## config.mk

```make
export PLATFORM = sky130hd
export DESIGN_NAME = wprime_iter_ctrl
export DESIGN_NICKNAME = d
export VERILOG_FILES = /design/src/rtl/ica_ctrl_pkg.sv /design/src/rtl/stage_watchdog.sv /design/src/rtl/wprime_iter_ctrl.sv
export SDC_FILE = /design/constraint.sdc
export NUM_CORES = 1
export LEC_CHECK = 0
export ABC_CLOCK_PERIOD_IN_PS = 2700
export BUFFER_PORTS_ARGS = -buffer_cell sky130_fd_sc_hd__buf_2
export CORE_MARGIN = 4
export CORE_UTILIZATION = 55
export DETAILED_ROUTE_END_ITERATION = 16
export GPL_TIMING_DRIVEN = 0
export PLACE_DENSITY_LB_ADDON = 0.3
export SLEW_MARGIN = 40
export SYNTH_ARGS = -nofsm -noshare
export SYNTH_HDL_FRONTEND = slang
export SYNTH_SLANG_ARGS = --single-unit
```

## constraint.sdc

```tcl
create_clock -name clk_i -period 2.7 [get_ports clk_i]
set_input_delay 0.54 -clock clk_i [delete_from_list [all_inputs] [get_ports clk_i]]
set_output_delay 0.54 -clock clk_i [all_outputs]
set_load 0.02 [all_outputs]
```

## src/rtl/ica_ctrl_pkg.sv

```systemverilog
// ica_ctrl_pkg: shared types and default constants for the ICA weight-update sequencer.
//   fp_double    : raw IEEE-754 double as carried by the surrounding datapath
//   ctrl_state_e : sequencer states
//   *_DEF        : default parameter values
package ica_ctrl_pkg;
  typedef logic [63:0] fp_double;
  typedef enum logic [3:0] {IDLE, LOAD, BR_RUN, SUB, NORM, CONV, COMMIT, DONE, ERR} ctrl_state_e;
  localparam int unsigned MAX_ITER_DEF = 64;
  localparam int unsigned TIMEOUT_DEF = 4096;
  localparam int unsigned ITER_W_DEF = 7;
  function automatic logic is_wait_state(input ctrl_state_e s);
    return s inside {BR_RUN, NORM, CONV};
  endfunction
endpackage

```

## src/rtl/stage_watchdog.sv

```systemverilog
// stage_watchdog: counts cycles spent in one wait state and flags expiry.
//   clk_i, rst_ni : clock, async active-low reset
//   en_i          : currently in a watched wait state
//   clr_i         : state is changing this cycle; restart the count
//   expired_o     : this is the TIMEOUT-th consecutive cycle in the state
module stage_watchdog
  import ica_ctrl_pkg::*;
#(
  parameter int unsigned TIMEOUT = TIMEOUT_DEF
) (
  input  logic clk_i,
  input  logic rst_ni,
  input  logic en_i,
  input  logic clr_i,
  output logic expired_o
);
  localparam int unsigned CW = $clog2(TIMEOUT + 1);
  logic [CW-1:0] cnt_q, cnt_d;
  assign cnt_d = (en_i && !clr_i) ? cnt_q + 1'b1 : '0;
  assign expired_o = en_i && (cnt_q == CW'(TIMEOUT - 1));
  always_ff @(posedge clk_i or negedge rst_ni)
    if (!rst_ni) cnt_q <= '0;
    else cnt_q <= cnt_d;
endmodule

```

## src/rtl/wprime_iter_ctrl.sv

```systemverilog
// wprime_iter_ctrl: sequencer for the fixed-point ICA weight-update loop.
//   start_i/abort_i        : run request / return to IDLE from anywhere
//   load_w_o, br_start_o   : latch w, start branch A (g) and branch B (g')
//   br_a/b_valid_i         : branch results, joined in any order
//   sub_en_o               : capture subtractor output
//   norm_start_o/valid_i   : normaliser handshake
//   conv_start_o/valid_i   : convergence check handshake, conv_ok_i its result
//   commit_w_o             : copy normalised w' into w
//   busy_o, done_o         : run status, end-of-run pulse
//   converged_o, timeout_err_o, iter_count_o : run result
// All outputs are registered and decoded from the next state, so pulses line
// up with the state they belong to without any input-to-output path.
module wprime_iter_ctrl
  import ica_ctrl_pkg::*;
#(
  parameter int unsigned MAX_ITER = MAX_ITER_DEF,
  parameter int unsigned TIMEOUT = TIMEOUT_DEF,
  parameter int unsigned ITER_W = ITER_W_DEF
) (
  input  logic              clk_i,
  input  logic              rst_ni,
  input  logic              start_i,
  input  logic              abort_i,
  output logic              load_w_o,
  output logic              br_start_o,
  input  logic              br_a_valid_i,
  input  logic              br_b_valid_i,
  output logic              sub_en_o,
  output logic              norm_start_o,
  input  logic              norm_valid_i,
  output logic              conv_start_o,
  input  logic              conv_valid_i,
  input  logic              conv_ok_i,
  output logic              commit_w_o,
  output logic              busy_o,
  output logic              done_o,
  output logic              converged_o,
  output logic              timeout_err_o,
  output logic [ITER_W-1:0] iter_count_o
);
  ctrl_state_e state_q, state_d;
  logic fa_q, fa_d, fb_q, fb_d, ok_q, ok_d;
  logic [ITER_W-1:0] iter_q, iter_d;
  logic load_w_q, br_start_q, sub_en_q, norm_start_q, conv_start_q, commit_w_q;
  logic busy_q, done_q, converged_q, timeout_err_q;
  logic br_join, wd_expired, start_run, stay;
  // A valid in the current cycle counts as much as one already remembered.
  assign br_join = (fa_q | br_a_valid_i) & (fb_q | br_b_valid_i);
  assign start_run = (state_q == IDLE) && (state_d == LOAD);
  assign stay = state_d == state_q;
  stage_watchdog #(.TIMEOUT(TIMEOUT)) u_wd (
    .clk_i    (clk_i),
    .rst_ni   (rst_ni),
    .en_i     (is_wait_state(state_q)),
    .clr_i    (!stay),
    .expired_o(wd_expired)
  );
  always_comb begin
    state_d = state_q;
    case (state_q)
      IDLE:    if (start_i) state_d = LOAD;
      LOAD:    state_d = BR_RUN;
      BR_RUN:  state_d = br_join ? SUB : wd_expired ? ERR : BR_RUN;
      SUB:     state_d = NORM;
      NORM:    state_d = norm_valid_i ? CONV : wd_expired ? ERR : NORM;
      CONV:    state_d = conv_valid_i ? COMMIT : wd_expired ? ERR : CONV;
      COMMIT:  state_d = (ok_q || iter_q == ITER_W'(MAX_ITER)) ? DONE : LOAD;
      default: state_d = IDLE;
    endcase
    if (abort_i) state_d = IDLE;
  end
  // Join flags live only while BR_RUN continues; leaving it (join, timeout, abort) clears them.
  assign fa_d = (state_q == BR_RUN) && stay && (fa_q || br_a_valid_i);
  assign fb_d = (state_q == BR_RUN) && stay && (fb_q || br_b_valid_i);
  assign ok_d = start_run ? 1'b0 : (state_q == CONV && conv_valid_i) ? conv_ok_i : ok_q;
  // The count is already incremented while COMMIT decides whether the limit is hit.
  assign iter_d = start_run ? '0 : (state_q == CONV && state_d == COMMIT) ? iter_q + 1'b1 : iter_q;
  always_ff @(posedge clk_i or negedge rst_ni)
    if (!rst_ni) begin
      state_q       <= IDLE;
      fa_q          <= 1'b0;
      fb_q          <= 1'b0;
      ok_q          <= 1'b0;
      iter_q        <= '0;
      load_w_q      <= 1'b0;
      br_start_q    <= 1'b0;
      sub_en_q      <= 1'b0;
      norm_start_q  <= 1'b0;
      conv_start_q  <= 1'b0;
      commit_w_q    <= 1'b0;
      busy_q        <= 1'b0;
      done_q        <= 1'b0;
      converged_q   <= 1'b0;
      timeout_err_q <= 1'b0;
    end else begin
      state_q       <= state_d;
      fa_q          <= fa_d;
      fb_q          <= fb_d;
      ok_q          <= ok_d;
      iter_q        <= iter_d;
      load_w_q      <= state_d == LOAD;
      br_start_q    <= state_d == BR_RUN && state_q != BR_RUN;
      sub_en_q      <= state_d == SUB;
      norm_start_q  <= state_d == NORM && state_q != NORM;
      conv_start_q  <= state_d == CONV && state_q != CONV;
      commit_w_q    <= state_d == COMMIT;
      busy_q        <= state_d != IDLE;
      done_q        <= state_d inside {DONE, ERR};
      converged_q   <= start_run ? 1'b0 : converged_q | (state_d == DONE && ok_q);
      timeout_err_q <= start_run ? 1'b0 : timeout_err_q | (state_d == ERR);
    end
  assign load_w_o      = load_w_q;
  assign br_start_o    = br_start_q;
  assign sub_en_o      = sub_en_q;
  assign norm_start_o  = norm_start_q;
  assign conv_start_o  = conv_start_q;
  assign commit_w_o    = commit_w_q;
  assign busy_o        = busy_q;
  assign done_o        = done_q;
  assign converged_o   = converged_q;
  assign timeout_err_o = timeout_err_q;
  assign iter_count_o  = iter_q;
endmodule
```

==> reports/summary.txt, run 1 <==
Via density - 6.37
Share of layout cells above drive strength 1 - 26.6%
Sequential fraction of design power - 39.9%
Wire length on met2 - 2330 microns
Remaining DRCs - 0
Largest cells by area after synthesis - dfrtp_1 42%, nor4_2 5.7%, nand4_1 4.0%
Max Cap Viol - 0
#FFs+latches synth - 37
Peak supply drop - 0.000373 V
Async SR Flop Fraction - 100%
CTS max path bufs - 2
CP required - 2860 ps
Reg2reg setup slack - 250 ps
CP Class - register to register
Global placement routability congestion - 0.884
FP Rows - 22
Setup repair bufs after CTS - 0
DRT iter0 DRCs - 184
Pre-Repair DR Iteration Count - 5
Skew final - 11.5 ps
Post-DP HPWL - 3460 microns
LEAKAGE - 1.12 nW
Main synth FF type - dfrtp_1
Die Span Y - 71.3 microns
Sw frac - 37.3%
Worst Slack Setup Final - 251 ps
Largest net degree at the start of global routing - 38
Resize count post-CTS - 0
RSZ-0062 raised after global routing - no
Total power - 1.57 mW
Slew margin rel. - 48.2%
Nets - 260
Yosys warns - 0
Number of global-route vias before repair - 1716
Clk sinks - 37
Fmax - 408 MHz
Worst reg2reg path depth - 7
Cell Area, Synth - 2200 sq um
Hold_buf cts - 0
CTS clk-pin slew, worst paths - 80 ps
Sequential element share of the synthesized area - 42.1%
Std-Cell Core Area - 3770 sq um
# H-tree levels - 2
Worst-Margin Slew - 776 ps
CP Launch Type - register
Layout Area Growth over Synthesis - 12.5%
CTS Buf Count - 5
Number of port buffers - 25
Cell count after placement - 289
Antenna Diode Count - 0
CP arrival - 2610 ps
Initial antenna violation count - 0
Filler cells - 299
Final max-slew violation count - 0
Syn Area/Cell - 10.2 sq um
CTS tree - yes
First-pass GRT wire length - 8360 microns
Met3 wire length - 376 microns
HP Class - primary input to asynchronous set/reset pin
Min cycle time layout - 2450 ps
Wirelength per Cell - 17.0 microns
Worst Path Max Fanout - 10
Synth Net Count - 228
EDFF count, synth - 0
Final period util - 90.7%
Worst flop-to-flop path endpoint - u_wd.cnt_q[3]
Grt total ovfl - 0
Top cell type's share of synthesized area - 42.1%
Dpl ws - 293 ps
Die width - 71.3 microns
Synth area leader - dfrtp_1
Via count - 1885
Clock network power share - 24.8%
Internal - 0.983 mW
Post-Route WL - 5040 microns
Initial Utilization - 58.4%
Routed Antenna Nets - 0
M1 wire length - 2280 microns
P per Cell Area - 634 nW/um^2
Die Area - 5080 sq um
Final non-filler cell total - 296
Reg2reg start - u_wd.cnt_q[0]
All-Layer GR Usage - 20.5%
Setup_tns - 0 ps
Hold Vio Cnt, Final - 0
Max layer used - met4
Synth Instances - 216
Combinational fraction of design power - 35.3%
Clock latency on the worst-skew pair - 290 ps
# setup viols final - 0
Root Buffer - clkbuf_8
Distinct cells, synth - 55
CP Capture Type - register
Outcome - complete, no violations
Utilization after layout - 65.6%
Net switching power - 0.586 mW
I/O pins - 26
[worst max-delay path by stage]
stage	startpoint	to	slack, ps	cells after the start
final	u_wd.cnt_q[0]	u_wd.cnt_q[3]	250	7
after CTS	u_wd.cnt_q[0]	u_wd.cnt_q[0]	280	7
after floorplan	u_wd.cnt_q[0]	iter_count_o[6]	620	7
after global placement	br_a_valid_i	busy_o	300	6
after detailed placement	br_a_valid_i	busy_o	290	6
after global routing	u_wd.cnt_q[0]	u_wd.cnt_q[9]	100	7
[cell usage after synthesis (2+ instances only)]
library cell  count
or4_1             4
buf_2             4
nor4_1            6
a21oi_1          10
dfrtp_1          37
a31oi_1           2
o22ai_1           3
buf_4             5
nand4_1          14
nor4_2           10
xor2_1            5
nor3_1            3
a21boi_0          2
and3b_1           2
and3_1            5
nand2_1          11
buf_6             2
inv_1             7
nor3b_1           2
or3b_1            2
o21ai_0           4
nor2_1           18
o31ai_1           5
and4_1            2
nand3_1          13
ha_1              3
xnor2_1           6
nand2b_1          2
[cells in the final DEF (no fill, tap or decap), drive strengths merged, types with 2 or more instances in the layout]
cell	Yosys	layout
nor3b	2	2
nand2b	2	2
o21ai	5	5
xnor2	6	6
ha	3	3
nand2	11	11
and4	2	2
or4	6	6
a21oi	11	11
a21boi	3	3
nand3	13	13
clkbuf	1	8
nor2	18	18
buf	11	36
a31oi	2	2
nor4	17	17
or3b	2	2
nor3	3	3
inv	7	7
nand4	15	15
xor2	5	5
and3	6	6
o22ai	3	3
o31ai	6	6
and3b	2	2
dfrtp	37	37
[kinds of logic (layout without fill, tap and decap cells)]
group / after synthesis / count (layout) / share of synthesized area (%)
buffers and inverters: 19 / 51 / 5.00
flip-flops: 37 / 37 / 42.1
multiplexers: 1 / 1 / 0.512
AND/OR/NAND/NOR: 105 / 105 / 32.5
adder cells (fa/ha/maj): 3 / 3 / 1.71
XOR/XNOR: 11 / 11 / 4.38
AO/OA/AOI/OAI: 40 / 40 / 13.8
[stage by stage]
step	area (sq um)	hold WS, ps
floorplan	2200	244
global placement	2390	474
detailed placement	2390	489
CTS	2470	379
global route	2470	238
finish	2470	204
[flip-flops by register name (all words and copies together) (netlist names)]
name and count:
fb_q 1, iter_count_o 7, busy_o 1, load_w_o 1, br_start_o 1, commit_w_o 1, conv_start_o 1, converged_o 1
done_o 1, timeout_err_o 1, fa_q 1, ok_q 1, u_wd.cnt_q 13, sub_en_o 1, state_q 4, norm_start_o 1
[final cells by class]
type	count	area (sq um)	share of cell area [%]
Sequential cell	37	926	37.4
Multi-Input combinational cell	160	1160	47.1
Timing Repair Buffer	25	128	5.16
Tap cell	48	60.1	2.43
Buffer	12	83.8	3.39
Inverter	7	26.3	1.06
Clock buffer	7	86.3	3.49
[layer usage]
| layer | vias to the layer above | track usage, % |
|---|---|---|
| li1 | 887 | - |
| met1 | 899 | 29.4 |
| met2 | 93 | 30.4 |
| met3 | 6 | 5.89 |
| met4 | 0 | 5.43 |
| met5 | - | 0 |
[power groups by stage]
| stage | registers, mW | logic [mW] | clock network, mW |
|---|---|---|---|
| detailed placement | 0.634 | 0.548 | 0 |
| finish | 0.625 | 0.554 | 0.389 |
| CTS | 0.624 | 0.551 | 0.396 |
| floorplan | 0.657 | 0.383 | 0 |
| global placement | 0.634 | 0.546 | 0 |
| global route | 0.629 | 0.596 | 0.427 |
[worst max-delay path, stage by stage, from the launching register on]
cell	delay, ps
dfrtp_1	400
ha_1	280
nand4_4	180
nor4_4	500
o22ai_1	180
o22ai_1	330
buf_2	370
nor4_2	80
Note: power is estimated with default switching activity, not from simulation.
==> run 2: changes to the inputs <==
--- a/config.mk
+++ b/config.mk
@@ -8,7 +8,7 @@
 export ABC_CLOCK_PERIOD_IN_PS = 2700
 export BUFFER_PORTS_ARGS = -buffer_cell sky130_fd_sc_hd__buf_2
 export CORE_MARGIN = 4
-export CORE_UTILIZATION = 55
+export CORE_UTILIZATION = 50
 export DETAILED_ROUTE_END_ITERATION = 16
 export GPL_TIMING_DRIVEN = 0
 export PLACE_DENSITY_LB_ADDON = 0.3
==> reports/summary.txt, run 2 (same netlist as run 1, synthesis figures left out) <==
Outcome - complete, no violations
Hold_buf cts - 0
Layout Area Growth over Synthesis - 12.7%
Critical Path Slowest Stage Cell - nor4_4
CP cell instances - ha_1 > nand4_4 > nor4_4 > o22ai_1 > o22ai_1 > buf_2 > nor4_2
Slowest cell delay on critical path - 540 ps
Via count - 1853
HP Class - primary input to asynchronous set/reset pin
Final max-slew violation count - 0
Std-Cell Core Area - 4120 sq um
Max FFs per register - 13
Initial antenna violation count - 0
Min cycle time layout - 2420 ps
I/O pins - 26
Initial Utilization - 53.5%
Remaining DRCs - 0
All-Layer GR Usage - 19.8%
Via density - 6.20
Nets - 260
CTS clk-pin slew, worst paths - 70 ps
Number of port buffers - 25
Total power - 1.55 mW
Number of global-route vias before repair - 1894
Wirelength per Cell - 16.7 microns
First-pass GRT wire length - 8370 microns
Post-DP HPWL - 3390 microns
Clk sinks - 37
CP arrival - 2590 ps
Max Cap Viol - 0
CTS Buf Count - 5
Commonest non-fill, non-tap cell in the layout - dfrtp_1
CP Class - register to register
Antenna Diode Count - 0
Buf+Inv Stages, Crit Path - 1
Share of layout cells above drive strength 1 - 26.1%
Worst-Margin Slew - 572 ps
Die Area - 5530 sq um
Slew margin rel. - 61.5%
Top reg by flops - u_wd.cnt_q
Crit-path leading delay family - simple AND/OR/NAND/NOR gates
Skew final - 10.4 ps
CTS tree - yes
CP Capture Type - register
CP Launch Type - register
Reg2reg start - u_wd.cnt_q[0]
Worst Path Max Fanout - 10
Worst flop-to-flop path endpoint - u_wd.cnt_q[0]
Resize count post-CTS - 0
Post-Route WL - 5000 microns
Setup_tns - 0 ps
Grt total ovfl - 0
DRT iter0 DRCs - 175
Pre-Repair DR Iteration Count - 4
Peak supply drop - 0.000259 V
Filler cells - 364
Die width - 74.3 microns
Worst reg2reg path depth - 7
# H-tree levels - 2
Fmax - 412 MHz
CTS max path bufs - 2
P per Cell Area - 626 nW/um^2
Largest net degree at the start of global routing - 38
FP Rows - 23
RSZ-0062 raised after global routing - no
Placed standard-cell area - 2390 sq um
Final period util - 89.8%
Root Buffer - clkbuf_8
LEAKAGE - 1.11 nW
Commonest cells after routing, fill and taps aside - 37 x dfrtp_1, 28 x buf_2, 18 x nor2_1
CP required - 2860 ps
Crit. Startpoint - u_wd.cnt_q[0]
Hold Vio Cnt, Final - 0
# setup viols final - 0
Routed Antenna Nets - 0
Reg2reg setup slack - 280 ps
Setup repair bufs after CTS - 0
Most used cell, CP - o22ai_1
Die Span Y - 74.3 microns
Global placement routability congestion - 0.876
Clock latency on the worst-skew pair - 290 ps
Design Area, Final - 2480 sq um
-- run 2: changes by cell type in the layout (fill, tap and decap cells not counted) --
| cell | delta |
|---|---|
| o311ai_2 | -1 |
| clkbuf_8 | -1 |
| clkbuf_1 | +2 |
| o311ai_4 | +1 |
-- run 2: where the power goes --
group	internal (mW)	switching [mW]	total, mW
sequential	0.594	0.0321	0.626
clock	0.183	0.189	0.372
combinational	0.187	0.367	0.554
total	0.964	0.588	1.55
-- run 2: worst max-delay path by stage --
stage | slack (ps) | endpoint | cells past startpoint
2_1_floorplan | 620 | iter_count_o[6] | 7
3_3_place_gp | 320 | busy_o | 6
3_5_place_dp | 280 | busy_o | 6
4_1_cts | 330 | u_wd.cnt_q[0] | 7
5_1_grt | 120 | u_wd.cnt_q[0] | 7
6_report | 280 | u_wd.cnt_q[0] | 7
-- run 2: per-layer routing --
layer | up-vias | global-route usage, % | wire length, microns
met5 | - | 0 | 0
met4 | 0 | 11.3 | 101
met3 | 11 | 3.65 | 274
met2 | 56 | 32.2 | 2370
met1 | 900 | 24.7 | 2250
li1 | 886 | - | -
-- run 2: layout make-up --
cell class                      instances  area (sq um)  area share (%)
Multi-Input combinational cell        160          1170            47.4
Sequential cell                        37           926            37.3
Timing Repair Buffer                   25           128            5.14
Buffer                                 12          83.8            3.38
Clock buffer                            8          80.1            3.23
Tap cell                               50          62.6            2.52
Inverter                                7          26.3            1.06
-- run 2: per-stage QoR --
| step | instances | utilization, % | hold WS (ps) | setup WS, ps |
|---|---|---|---|---|
| 2_1_floorplan | 216 | - | 244 | 617 |
| 3_3_place_gp | 291 | 58.0 | 482 | 315 |
| 3_5_place_dp | 291 | 58.0 | 491 | 285 |
| 4_1_cts | 299 | 60.0 | 360 | 326 |
| 5_1_grt | 299 | 60.3 | 232 | 117 |
| 6_report | 299 | 60.3 | 198 | 275 |
-- run 2: worst reg2reg max path: stages (launching register included) --
cell     delay (ps)
dfrtp_1         380
ha_1            270
nand4_4         180
nor4_4          540
o22ai_1         190
o22ai_1         300
buf_2           360
nor4_2           90
==> run 3: changes to the inputs <==
--- a/config.mk
+++ b/config.mk
@@ -12,7 +12,9 @@
 export DETAILED_ROUTE_END_ITERATION = 16
 export GPL_TIMING_DRIVEN = 0
 export PLACE_DENSITY_LB_ADDON = 0.3
+export REMOVE_ABC_BUFFERS = 1
 export SLEW_MARGIN = 40
 export SYNTH_ARGS = -nofsm -noshare
 export SYNTH_HDL_FRONTEND = slang
+export SYNTH_HIERARCHICAL = 1
 export SYNTH_SLANG_ARGS = --single-unit
==> reports/summary.txt, run 3 <==
Die Area - 5090 sq um
Sequential element share of the synthesized area - 46.2%
#FFs+latches synth - 37
DRT iter0 DRCs - 170
Initial antenna violation count - 0
EDFF count, synth - 0
Clock latency on the worst-skew pair - 290 ps
Via density - 6.09
Post-Route WL - 4960 microns
Top cell type's share of synthesized area - 46.2%
Filler cells - 260
CP Class - register to register
Outcome - complete, but fails checks
Share of layout cells above drive strength 1 - 38.1%
Top reg by flops - u_wd/cnt_q
Synth Instances - 210
Distinct cells, synth - 56
Slew margin rel. - 55.9%
Main synth FF type - dfrtp_1
Post-DP HPWL - 2930 microns
Final period util - 101%
Commonest cells post-synth - 37 x dfrtp_1, 21 x nor2_1, 19 x nand2_1
Routed Antenna Nets - 0
FP Rows - 22
CP Launch Type - register
Net switching power - 0.342 mW
Synth area leader - dfrtp_1
Yosys warns - 6
Fmax - 365 MHz
HP Class - primary input to asynchronous set/reset pin
Root Buffer - clkbuf_8
Die Span Y - 71.3 microns
I/O pins - 26
Total power - 1.31 mW
RSZ-0062 raised after global routing - yes
Final max-slew violation count - 0
Failing checks - setup timing
Clock network power share - 37.9%
Cell count after placement - 276
Setup_tns - -82.1 ps
Worst Slack Setup Final - -37.9 ps
Internal - 0.969 mW
First-pass GRT wire length - 7560 microns
Skew final - 6.55 ps
CTS clk-pin slew, worst paths - 70 ps
Antenna Diode Count - 0
LEAKAGE - 1.22 nW
Max Cap Viol - 0
Commonest cells after routing, fill and taps aside - 34 x dfrtp_1, 24 x buf_2, 22 x buf_4
Sequential fraction of design power - 44.3%
CTS tree - yes
Hold Vio Cnt, Final - 0
CP Capture Type - register
Nets - 271
Number of port buffers - 25
CP arrival - 2920 ps
Commonest non-fill, non-tap cell in the layout - dfrtp_1
Global placement routability congestion - 0.881
Worst Path Max Fanout - 5
Async SR Flop Fraction - 100%
Initial Utilization - 53.2%
Die width - 71.3 microns
Max FFs per register - 13
Clk sinks - 37
Via count - 1877
Std-Cell Core Area - 3770 sq um
# H-tree levels - 2
Register Area - 930 sq um
Combinational fraction of design power - 17.8%
CP required - 2880 ps
Final non-filler cell total - 308
Wirelength per Cell - 16.1 microns
Pre-Repair DR Iteration Count - 5
Syn Area/Cell - 9.54 sq um
Layout Area Growth over Synthesis - 31.1%
Area of the multi-input gates - 1160 sq um
Cell Area, Synth - 2000 sq um
CTS Buf Count - 5
# setup viols final - 4
P per Cell Area - 499 nW/um^2
Largest cells by area after synthesis - dfrtp_1 46%, nor2_1 3.9%, nand2_1 3.6%
Sw frac - 26.1%
Peak supply drop - 0.000263 V
Most common cell in the synthesized netlist - dfrtp_1
Largest net degree at the start of global routing - 38
Min cycle time layout - 2740 ps
All-Layer GR Usage - 18.3%
CTS max path bufs - 2
Remaining DRCs - 0
Worst-Margin Slew - 660 ps
Grt total ovfl - 0
Number of global-route vias before repair - 1673
## run 3: cell types whose count changed after synthesis, sizes merged, moves of 5 or more
cell,previous run,this run
nor4,17,3
nand4,15,3
o21ai,5,15
nand2,11,19
or3,0,8
buf,11,5
nand3,13,8
nor2,18,23
## run 3: what timing repair did
action,4_1_cts,5_1_grt
resized for setup,21,21
endpoints found under the setup margin,30,20
pin swaps,3,9
gates cloned,0,0
buffers inserted,11,13
hold buffers,0,0
## run 3: layer usage
metal	global-route usage (%)	vias up	part of all wire (%)
met3	4.49	9	7.1
met4	4.59	0	1.1
met2	27.7	89	48
met1	26.3	927	44
met5	0	-	0
li1	-	852	-
## run 3: cells by family after synthesis
| logic type | count (synthesis) | share of synthesized area, % |
|---|---|---|
| AO/OA/AOI/OAI | 47 | 15.5 |
| XOR/XNOR | 4 | 1.75 |
| adder cells (fa/ha/maj) | 3 | 1.87 |
| buffers and inverters | 18 | 4.93 |
| flip-flops | 37 | 46.2 |
| multiplexers | 5 | 2.56 |
| AND/OR/NAND/NOR | 96 | 27.2 |
## run 3: through the flow
stage | util (%) | area (sq um) | hold slack (ps) | setup WS (ps)
floorplan | - | 1950 | 244 | -172
global route | 69.7 | 2630 | 226 | -144
global placement | 56.5 | 2130 | 481 | -737
detailed placement | 56.5 | 2130 | 486 | -856
CTS | 64.6 | 2430 | 374 | 11.5
finish | 69.7 | 2630 | 201 | -37.9
## run 3: final timing paths
path	from	to	slack [ps]	cells past startpoint
worst min register to register	converged_o	converged_o	500	1
worst max-delay path	state_q[2]	u_wd/cnt_q[9]	-40	14
min in group clk_i	converged_o	converged_o	500	1
worst max register to register	state_q[2]	u_wd/cnt_q[9]	-40	14
max in group asynchronous	rst_ni	state_q[2]	2150	1
worst min-delay path	rst_ni	sub_en_o	200	1
## run 3: power groups by stage
stage	combinational, mW	sequential (mW)	clock [mW]
after floorplan	0.0923	0.602	0
after global placement	0.149	0.595	0
after detailed placement	0.153	0.596	0
after CTS	0.185	0.583	0.506
after global routing	0.252	0.583	0.533
final	0.233	0.581	0.497
## run 3: critical path, stage by stage, from the launching register on
cell	delay, ps
dfrtp_2	440
or2b_1	230
o21a_1	160
nor2_2	50
and3b_2	280
buf_4	160
nand4b_1	110
o21ai_1	80
nand2_1	140
inv_2	80
nor4b_4	300
nand2_2	120
nor2b_4	160
nand2_1	90
o41ai_2	210
## run 3: area by class of cell
type,instances,area share [%]
clock inverters,2,1.43
clock buffers,6,3.14
inverters,11,1.57
well taps,48,2.28
flip-flops and latches,37,35.4
repair buffers,49,12.1
multi-input cells,155,44.1
